$ cat src/rtl/mc_ctrl_fsm_if.sv
// Control-unit bus: IR opcode and datapath status in, datapath enables/selects and debug status out.
// master = control unit (mc_ctrl_fsm), slave = datapath side.
interface mc_ctrl_fsm_if;
  logic [5:0] Code;
  logic       Zero;
  logic       MemReady;
  logic       PCWre;
  logic       IRWre;
  logic       RegWre;
  logic       WrRegData;
  logic       ALUSrcB;
  logic       ALUM2Reg;
  logic       DataMemRW;
  logic       MemReq;
  logic [2:0] ALUOp;
  logic [1:0] PCSrc;
  logic [1:0] RegOut;
  logic [1:0] ExtSel;
  logic       Halted;
  logic       IllegalOp;
  logic       MemErr;
  logic [3:0] State;

  modport master (
    input  Code, Zero, MemReady,
    output PCWre, IRWre, RegWre, WrRegData, ALUSrcB, ALUM2Reg, DataMemRW, MemReq,
    output ALUOp, PCSrc, RegOut, ExtSel, Halted, IllegalOp, MemErr, State
  );

  modport slave (
    output Code, Zero, MemReady,
    input  PCWre, IRWre, RegWre, WrRegData, ALUSrcB, ALUM2Reg, DataMemRW, MemReq,
    input  ALUOp, PCSrc, RegOut, ExtSel, Halted, IllegalOp, MemErr, State
  );
endinterface

$ cat src/rtl/mc_ctrl_fsm.sv
// Multicycle CPU control unit: IF/ID/EXE/MEM/WB sequencing with configurable ALU latency,
// data-memory ready handshake with optional timeout, sticky HALT and illegal-opcode pulse.
//
// Handshake: MemReq is held high for every MEM cycle; the access completes on the rising
// edge where MemReady is 1 (MemReady is ignored when MEM_HANDSHAKE=0). MemReq never drops
// before completion except on timeout (MemErr) or reset.
module mc_ctrl_fsm #(
  parameter int unsigned EXE_CYCLES    = 1,
  parameter bit          MEM_HANDSHAKE = 1'b1,
  parameter int unsigned MEM_TIMEOUT   = 0
) (
  input logic          CLK,
  input logic          RST,
  mc_ctrl_fsm_if.master bus
);

  typedef enum logic [3:0] {
    S_IF    = 4'd0,
    S_ID    = 4'd1,
    S_EXE_A = 4'd2,
    S_EXE_B = 4'd3,
    S_EXE_M = 4'd4,
    S_MEM   = 4'd5,
    S_WB_R  = 4'd6,
    S_WB_M  = 4'd7,
    S_HLT   = 4'd8
  } state_t;

  localparam logic [5:0] OP_ADD  = 6'b000000, OP_SUB  = 6'b000001, OP_ADDI = 6'b000010;
  localparam logic [5:0] OP_OR   = 6'b010000, OP_AND  = 6'b010001, OP_ORI  = 6'b010010;
  localparam logic [5:0] OP_SLL  = 6'b011000, OP_MOVE = 6'b100000, OP_SLT  = 6'b100111;
  localparam logic [5:0] OP_SW   = 6'b110000, OP_LW   = 6'b110001, OP_BEQ  = 6'b110100;
  localparam logic [5:0] OP_J    = 6'b111000, OP_JR   = 6'b111001, OP_JAL  = 6'b111010;
  localparam logic [5:0] OP_HALT = 6'b111111;

  localparam logic [3:0] EXE_N = 4'(EXE_CYCLES);
  localparam logic [7:0] TO_N  = 8'(MEM_TIMEOUT);

  state_t     state, state_nxt;
  logic [3:0] exe_cnt, exe_cnt_nxt;
  logic [7:0] wait_cnt, wait_cnt_nxt;

  logic       legal;
  logic [2:0] dec_alu_op;
  logic       dec_alu_src_b;
  logic [1:0] dec_ext_sel;
  logic [1:0] dec_reg_out;
  logic       mem_rdy;

  assign mem_rdy   = bus.MemReady | ~MEM_HANDSHAKE;
  assign bus.State = state;

  always_ff @(posedge CLK or posedge RST) begin
    if (RST) begin
      state    <= S_IF;
      exe_cnt  <= 4'd0;
      wait_cnt <= 8'd0;
    end else begin
      state    <= state_nxt;
      exe_cnt  <= exe_cnt_nxt;
      wait_cnt <= wait_cnt_nxt;
    end
  end

  // Static opcode decode; gated to zero in IF below because Code is not yet valid there.
  always_comb begin
    legal         = 1'b1;
    dec_alu_op    = 3'b000;
    dec_alu_src_b = 1'b0;
    dec_ext_sel   = 2'd2;
    dec_reg_out   = 2'd2;
    case (bus.Code)
      OP_ADD, OP_AND, OP_OR, OP_MOVE, OP_J, OP_JR, OP_HALT: ;
      OP_SUB:  dec_alu_op = 3'b001;
      OP_BEQ:  dec_alu_op = 3'b001;
      OP_SLT:  dec_alu_op = 3'b010;
      OP_ADDI: begin dec_alu_src_b = 1'b1; dec_reg_out = 2'd1; end
      OP_ORI: begin
        dec_alu_op    = 3'b101;
        dec_alu_src_b = 1'b1;
        dec_ext_sel   = 2'd1;
        dec_reg_out   = 2'd1;
      end
      OP_SLL: begin
        dec_alu_op    = 3'b100;
        dec_alu_src_b = 1'b1;
        dec_ext_sel   = 2'd0;
      end
      OP_LW:   begin dec_alu_src_b = 1'b1; dec_reg_out = 2'd1; end
      OP_SW:   dec_alu_src_b = 1'b1;
      OP_JAL:  dec_reg_out = 2'd0;
      default: legal = 1'b0;
    endcase
    // AND shares the default ALUOp with ADD in the list above; give it its own code here.
    if (bus.Code == OP_AND) dec_alu_op = 3'b110;
    if (bus.Code == OP_OR)  dec_alu_op = 3'b101;
  end

  always_comb begin
    state_nxt     = state;
    exe_cnt_nxt   = exe_cnt;
    wait_cnt_nxt  = 8'd0;
    bus.PCWre     = 1'b0;
    bus.IRWre     = 1'b0;
    bus.RegWre    = 1'b0;
    bus.WrRegData = 1'b0;
    bus.ALUM2Reg  = 1'b0;
    bus.DataMemRW = 1'b0;
    bus.MemReq    = 1'b0;
    bus.PCSrc     = 2'd0;
    bus.Halted    = 1'b0;
    bus.IllegalOp = 1'b0;
    bus.MemErr    = 1'b0;
    bus.ALUOp     = 3'b000;
    bus.ALUSrcB   = 1'b0;
    bus.ExtSel    = 2'd0;
    bus.RegOut    = 2'd0;

    if (state != S_IF) begin
      bus.ALUOp   = dec_alu_op;
      bus.ALUSrcB = dec_alu_src_b;
      bus.ExtSel  = dec_ext_sel;
      bus.RegOut  = dec_reg_out;
    end

    case (state)
      S_IF: begin
        bus.IRWre = 1'b1;
        state_nxt = S_ID;
      end
      S_ID: begin
        bus.PCWre = legal && (bus.Code != OP_HALT);
        if (!legal) begin
          bus.IllegalOp = 1'b1;
          state_nxt     = S_IF;
        end else begin
          case (bus.Code)
            OP_J:    begin bus.PCSrc = 2'd3; state_nxt = S_IF; end
            OP_JAL:  begin bus.PCSrc = 2'd3; bus.RegWre = 1'b1; state_nxt = S_IF; end
            OP_JR:   begin bus.PCSrc = 2'd2; state_nxt = S_IF; end
            OP_HALT: state_nxt = S_HLT;
            OP_LW, OP_SW: state_nxt = S_EXE_M;
            OP_BEQ:  state_nxt = S_EXE_B;
            default: begin state_nxt = S_EXE_A; exe_cnt_nxt = 4'd1; end
          endcase
        end
      end
      S_EXE_A: begin
        if (exe_cnt == EXE_N) state_nxt = S_WB_R;
        else                  exe_cnt_nxt = exe_cnt + 4'd1;
      end
      S_EXE_B: begin
        if (bus.Zero) begin
          bus.PCSrc = 2'd1;
          bus.PCWre = 1'b1;
        end
        state_nxt = S_IF;
      end
      S_EXE_M: state_nxt = S_MEM;
      S_MEM: begin
        bus.MemReq    = 1'b1;
        bus.DataMemRW = (bus.Code == OP_SW);
        // Ready has priority over a timeout landing in the same cycle.
        if (mem_rdy) begin
          state_nxt = (bus.Code == OP_SW) ? S_IF : S_WB_M;
        end else if ((TO_N != 8'd0) && (wait_cnt == TO_N)) begin
          bus.MemErr = 1'b1;
          state_nxt  = S_IF;
        end else begin
          wait_cnt_nxt = wait_cnt + 8'd1;
        end
      end
      S_WB_R: begin
        bus.RegWre    = 1'b1;
        bus.WrRegData = 1'b1;
        state_nxt     = S_IF;
      end
      S_WB_M: begin
        bus.RegWre    = 1'b1;
        bus.WrRegData = 1'b1;
        bus.ALUM2Reg  = 1'b1;
        state_nxt     = S_IF;
      end
      S_HLT: begin
        bus.Halted = 1'b1;
        state_nxt  = S_HLT;
      end
      default: state_nxt = S_IF;
    endcase
  end

endmodule

$ cat src/flat_wrapper.sv
// flat-port wrapper written by rule: the top's interface ports become plain ports
module mc_ctrl_fsm_flat 
#(
  parameter int unsigned EXE_CYCLES    = 1,
  parameter bit          MEM_HANDSHAKE = 1'b1,
  parameter int unsigned MEM_TIMEOUT   = 0
)
  (CLK, RST, bus_Code, bus_Zero, bus_MemReady, bus_PCWre, bus_IRWre, bus_RegWre, bus_WrRegData, bus_ALUSrcB, bus_ALUM2Reg, bus_DataMemRW, bus_MemReq, bus_ALUOp, bus_PCSrc, bus_RegOut, bus_ExtSel, bus_Halted, bus_IllegalOp, bus_MemErr, bus_State);
  mc_ctrl_fsm_if bus_i ();
  input logic CLK;
  input logic RST;
  input wire logic [$bits(bus_i.Code)-1:0] bus_Code;
  input wire logic [$bits(bus_i.Zero)-1:0] bus_Zero;
  input wire logic [$bits(bus_i.MemReady)-1:0] bus_MemReady;
  output wire logic [$bits(bus_i.PCWre)-1:0] bus_PCWre;
  output wire logic [$bits(bus_i.IRWre)-1:0] bus_IRWre;
  output wire logic [$bits(bus_i.RegWre)-1:0] bus_RegWre;
  output wire logic [$bits(bus_i.WrRegData)-1:0] bus_WrRegData;
  output wire logic [$bits(bus_i.ALUSrcB)-1:0] bus_ALUSrcB;
  output wire logic [$bits(bus_i.ALUM2Reg)-1:0] bus_ALUM2Reg;
  output wire logic [$bits(bus_i.DataMemRW)-1:0] bus_DataMemRW;
  output wire logic [$bits(bus_i.MemReq)-1:0] bus_MemReq;
  output wire logic [$bits(bus_i.ALUOp)-1:0] bus_ALUOp;
  output wire logic [$bits(bus_i.PCSrc)-1:0] bus_PCSrc;
  output wire logic [$bits(bus_i.RegOut)-1:0] bus_RegOut;
  output wire logic [$bits(bus_i.ExtSel)-1:0] bus_ExtSel;
  output wire logic [$bits(bus_i.Halted)-1:0] bus_Halted;
  output wire logic [$bits(bus_i.IllegalOp)-1:0] bus_IllegalOp;
  output wire logic [$bits(bus_i.MemErr)-1:0] bus_MemErr;
  output wire logic [$bits(bus_i.State)-1:0] bus_State;
  assign bus_i.Code = bus_Code;
  assign bus_i.Zero = bus_Zero;
  assign bus_i.MemReady = bus_MemReady;
  assign bus_PCWre = bus_i.PCWre;
  assign bus_IRWre = bus_i.IRWre;
  assign bus_RegWre = bus_i.RegWre;
  assign bus_WrRegData = bus_i.WrRegData;
  assign bus_ALUSrcB = bus_i.ALUSrcB;
  assign bus_ALUM2Reg = bus_i.ALUM2Reg;
  assign bus_DataMemRW = bus_i.DataMemRW;
  assign bus_MemReq = bus_i.MemReq;
  assign bus_ALUOp = bus_i.ALUOp;
  assign bus_PCSrc = bus_i.PCSrc;
  assign bus_RegOut = bus_i.RegOut;
  assign bus_ExtSel = bus_i.ExtSel;
  assign bus_Halted = bus_i.Halted;
  assign bus_IllegalOp = bus_i.IllegalOp;
  assign bus_MemErr = bus_i.MemErr;
  assign bus_State = bus_i.State;
  mc_ctrl_fsm #(.EXE_CYCLES(EXE_CYCLES), .MEM_HANDSHAKE(MEM_HANDSHAKE), .MEM_TIMEOUT(MEM_TIMEOUT)) u_core (.CLK(CLK), .RST(RST), .bus(bus_i));
endmodule
$ cat config.mk
export PLATFORM = sky130hd
export DESIGN_NAME = mc_ctrl_fsm_flat
export DESIGN_NICKNAME = d
export VERILOG_FILES = /design/src/rtl/mc_ctrl_fsm_if.sv /design/src/rtl/mc_ctrl_fsm.sv /design/src/flat_wrapper.sv
export SDC_FILE = /design/constraint.sdc
export NUM_CORES = 1
export LEC_CHECK = 0
export CAP_MARGIN = 15
export CORE_MARGIN = 2
export CORE_UTILIZATION = 49
export CTS_CLUSTER_SIZE = 20
export DETAILED_ROUTE_END_ITERATION = 6
export HOLD_SLACK_MARGIN = 0.05
export PLACE_DENSITY_LB_ADDON = 0.15
export SLEW_MARGIN = 40
export SYNTH_ARGS = -nofsm -noshare
export SYNTH_HDL_FRONTEND = slang
export SYNTH_SLANG_ARGS = --single-unit
export TNS_END_PERCENT = 10
$ cat constraint.sdc
create_clock -name CLK -period 4.9 [get_ports CLK]
set_clock_uncertainty 0.1 [all_clocks]
set_input_delay 0.98 -clock CLK [delete_from_list [all_inputs] [get_ports CLK]]
set_output_delay 0.98 -clock CLK [all_outputs]
set_load 0.005 [all_outputs]
### After elaboration in Yosys (flattened, before gate mapping)

Cells that the tools add are included.

* $add $sub $neg: 1
* multipliers: 0
* divide/modulo/power cells: 0
* magnitude comparators: 0
* equal/unequal tests: 30
* shift-type cells: 0
* multiplexer cells: 38
* bitwise gates (word level): 0
* reductions and logical operators: 16

Operator list (number)
* $eq 6x6->1 const B: 9
* $eq 6x5->1 const B: 4
* $mux 4: 6
* $pmux 4 s6: 1
* $eq 4x3->1 const B: 4
* $pmux 2 s2: 4
* $pmux 4 s4: 1
* $reduce_or 16->1: 1
* $mux 1: 15
* $mux 3: 4
* $pmux 3 s4: 1
* $eq 4x1->1 const B: 2
* $eq 4x2->1 const B: 2
* $pmux 4 s2: 1
* $reduce_or 2->1: 4
* $reduce_or 7->1: 1
* $eq 6x1->1 const B: 1
* $eq 6x2->1 const B: 1
* $logic_not 6->1: 1
* $mux 2: 3
* $ne 2x2->1 const B: 3
* $ne 6x6->1 const B: 1
* $reduce_or 3->1: 2
* $reduce_or 5->1: 1
* other kinds (10): 12

* register bits: 8
* bits in latches: 0
* bits in writable memories: 0
* ROM bits: 0
* input port bits: 10
* output and inout bits: 24
* logic and storage cells: 87
* memories: 0

### Logic depth before layout (Yosys ltp)

* word-level depth: 6
* mapped depth: 6
* mapped depth without buffers: 6

### Worst setup path after synthesis

OpenSTA, ideal clock, no wires.

* kind: input -> output
* from: input port bus_Code[1]
* to: output port bus_PCWre
* arrival: 1.970 ns
* data required time: 3.820 ns
* path slack: 1.850 ns
* stages: 6
* buffers on the path: 1
* cell sequence: buf_4 > nor2_2 > a21boi_1 > o31ai_1 > and2_4 > o31ai_1

* longest elaborated chain between the ends: 5

Ends and longest elaborated chain
* start: declaration: RTL line flat_wrapper.sv:12 `input wire logic [$bits(bus_i.Code)-1:0] bus_Code;`
* $eq 6x6->1 (tied with other cells): RTL line mc_ctrl_fsm.sv:72 `case (bus.Code)`
* $reduce_or 16->1 (no source line)
* $mux 1: RTL line mc_ctrl_fsm.sv:72
* $logic_and 1x1->1 *: RTL line mc_ctrl_fsm.sv:132 `bus.PCWre = legal && (bus.Code != OP_HALT);`
* $pmux 1 s2 *: RTL line mc_ctrl_fsm.sv:126 `case (state)`
* end: declaration: RTL line flat_wrapper.sv:15 `output wire logic [$bits(bus_i.PCWre)-1:0] bus_PCWre;`

Every way passes the cells marked *; elsewhere a longest branch is shown, timed or not.

### Worst setup path after layout

* from: input port bus_Code[0]
* to: output port bus_PCWre

The elaborated chain is that of the path after synthesis.

==> flow_summary.json <==
{
  "antenna_found_initial": 0,
  "synth_edf_count": 0,
  "dpl.hpwl_mm": 2.09,
  "setup_viol": 0,
  "vias_per_cell": 5.83,
  "ctsResizeCount": 0,
  "routed_wl_mm": 2.64,
  "ios": 34,
  "min_from": "u_core.exe_cnt[2]",
  "grt_pass1_wl_mm": 4.25,
  "nFillCells": 167,
  "tightest_slew_ps": 639,
  "p_leak_uw": 0.000510,
  "fin_crit_ps": 4380,
  "syn_avg_cell_area_sq_um": 7.25,
  "fin_util": 0.686,
  "wl_per_cell_um": 13.8,
  "powerDensity_nw_per_um2": 392,
  "final_cells": 192,
  "gp_congestion": 0.882,
  "hold_class": "register to register",
  "holdBufCountCts": 0,
  "end_kind": "primary output",
  "cts_root_buffer": "clkbuf_4",
  "reg2regPathDepth": 5,
  "overflow": 0,
  "drv_slew": 0,
  "firstDrtPassIters": 4,
  "max_freq_mhz": 228,
  "layout_common_cells": "clkdlybuf4s50_1 (32), nor2_1 (13), nand2_1 (11), nor3_1 (9), dfrtp_1 (8)",
  "r2r-start": "u_core.bus.State[0]",
  "period_share": 0.894,
  "drtIter0Drc": 21,
  "cts.clk_slew.worst_paths_ps": 50,
  "p_switching_uw": 228,
  "die_area_sq_um": 2430,
  "numPortBuffers": 32,
  "cap_violations": 0,
  "start_util": 0.519,
  "async_flop_share": 1.00,
  "worstHoldPathCells": 1,
  "area_delta_synth_final_pct": 32.2,
  "cts_sinks": 8,
  "status": "completed",
  "min_to": "u_core.exe_cnt[2]",
  "cts_buffers": 3,
  "placed_cells": 189,
  "arrival_ps": 3300,
  "num_vias": 1120,
  "htreeDepth": 1,
  "power_frac_clock": 0.091,
  "swShare": 0.436,
  "row_count": 16,
  "nNetsFinal": 179,
  "r2r_slack_ps": 3150,
  "ys_ff_latch": 8,
  "cp_max_fo": 14,
  "drc": 0,
  "layout_commonest_cell": "clkdlybuf4s50_1",
  "comb_power_share": 0.623,
  "first_global_vias": 1001,
  "clk-insertion-delay-late_ps": 250,
  "synth.yosys.seq_area_share": 0.199,
  "hold_viol": 0,
  "grt_use_met2": 0.392,
  "synth_warnings": 0,
  "relSlewSlack": 0.571,
  "grt_max_degree": 15,
  "syn_area_sq_um": 1010,
  "crit_type": "primary input to primary output",
  "r2r-end": "u_core.bus.State[0]",
  "cts_setup_buffers": 0,
  "rsz0062_at_grt": "false",
  "start_kind": "primary input",
  "synthCells": 139,
  "fin_tns_setup_ps": 0,
  "antennaDiodeCount": 0,
  "dominantRegCellSynth": "dfrtp_1",
  "drive_above_1_share": 0.0970,
  "worstPathRequired_ps": 3820,
  "die_h_um": 49.3,
  "gr-usage-all-layers": 0.214,
  "synth_nets": 151,
  "power_frac_seq": 0.285,
  "cts_tree": "yes",
  "grt-busiest-layer": "met2",
  "vdd_drop_max_uv": 381,
  "ant_nets": 0,
  "p_int_uw": 294,
  "clock_path_buffers": 2,
  "die_w_um": 49.3,
  "gr-usage-met3": 0.0123,
  "coreArea_sq_um": 1940,
  "met1_usage": 0.263,
  "synthDistinctLibCells": 49
}
## power by group through the flow
stage          Sequential, uW  Combinational [uW]  Clock, uW
3_3_place_gp              146                 319          0
3_5_place_dp              149                 326          0
4_1_cts                   148                 327       51.0
5_1_grt                   154                 363       50.9
6_report                  149                 325       47.6
2_1_floorplan             115                 230          0
## how the worst max path moves through the flow
| stage | slack [ps] | to | from | depth (start not counted) |
|---|---|---|---|---|
| after floorplan | 1850 | bus_PCWre | bus_Code[1] | 6 |
| after global placement | 580 | bus_PCWre | bus_Code[0] | 7 |
| after detailed placement | 530 | bus_PCWre | bus_Code[0] | 7 |
| after CTS | 520 | bus_PCWre | bus_Code[0] | 7 |
| after global routing | 350 | bus_PCWre | bus_Code[0] | 7 |
| final | 520 | bus_PCWre | bus_Code[0] | 7 |
## logic make-up (layout without fill, tap and decap cells)
kind of cell | count (synthesis) | after routing | share of synthesized area
compound gates | 39 | 39 | 0.266
other cells | 1 | 1 | 0.00372
simple gates | 67 | 67 | 0.378
fa+ha+maj | 3 | 3 | 0.0348
xor+xnor | 3 | 3 | 0.0261
flops | 8 | 8 | 0.199
buf+inv | 18 | 44 | 0.0932
## area by class of cell
| cell class | instances | area (sq um) | area share |
|---|---|---|---|
| Multi-Input combinational cell | 113 | 713 | 0.536 |
| Timing Repair Buffer | 34 | 335 | 0.252 |
| Sequential cell | 8 | 200 | 0.150 |
| Tap cell | 27 | 33.8 | 0.0254 |
| Inverter | 7 | 26.3 | 0.0197 |
| Clock buffer | 3 | 22.5 | 0.0169 |
## flip-flops by register name (all words and copies together), names as in the netlist
| register | count |
|---|---|
| u_core.bus.State | 4 |
| u_core.exe_cnt | 4 |
## per-stage QoR
step / setup slack (ps) / power (uW) / area, sq um / hold slack [ps]
floorplan: 1850 / 345 / 1010 / 387
global placement: 577 / 464 / 1310 / 405
detailed placement: 526 / 474 / 1310 / 422
CTS: 524 / 525 / 1330 / 428
global route: 350 / 567 / 1330 / 440
finish: 517 / 522 / 1330 / 424
## worst max-delay path, stage by stage
cell             delay (ps)
clkdlybuf4s50_1         780
and4_4                  350
o21ai_1                  70
o31a_1                  140
and2_4                  160
o31ai_1                 270
clkdlybuf4s50_1         550
## cell usage after synthesis (3+ instances only)
library cell / number / area share
buf_4: 4 / 0.030
buf_2: 3 / 0.015
nand3_1: 4 / 0.020
inv_1: 7 / 0.026
nand2b_1: 5 / 0.031
dfrtp_1: 8 / 0.20
a21oi_1: 7 / 0.035
nor3_1: 9 / 0.045
o21ai_0: 7 / 0.035
nor4_1: 4 / 0.025
o22ai_1: 4 / 0.025
and2_1: 5 / 0.031
a31oi_1: 4 / 0.025
nand2_1: 11 / 0.041
nor2_1: 13 / 0.048
a211oi_1: 3 / 0.022
## layer usage
layer  up-vias  part of all wire
li1        554                 -
met1       539              0.43
met2        25              0.52
met3         2             0.032
met4         0             0.012
met5         -                 0
Power figures use the tool's default switching activity.
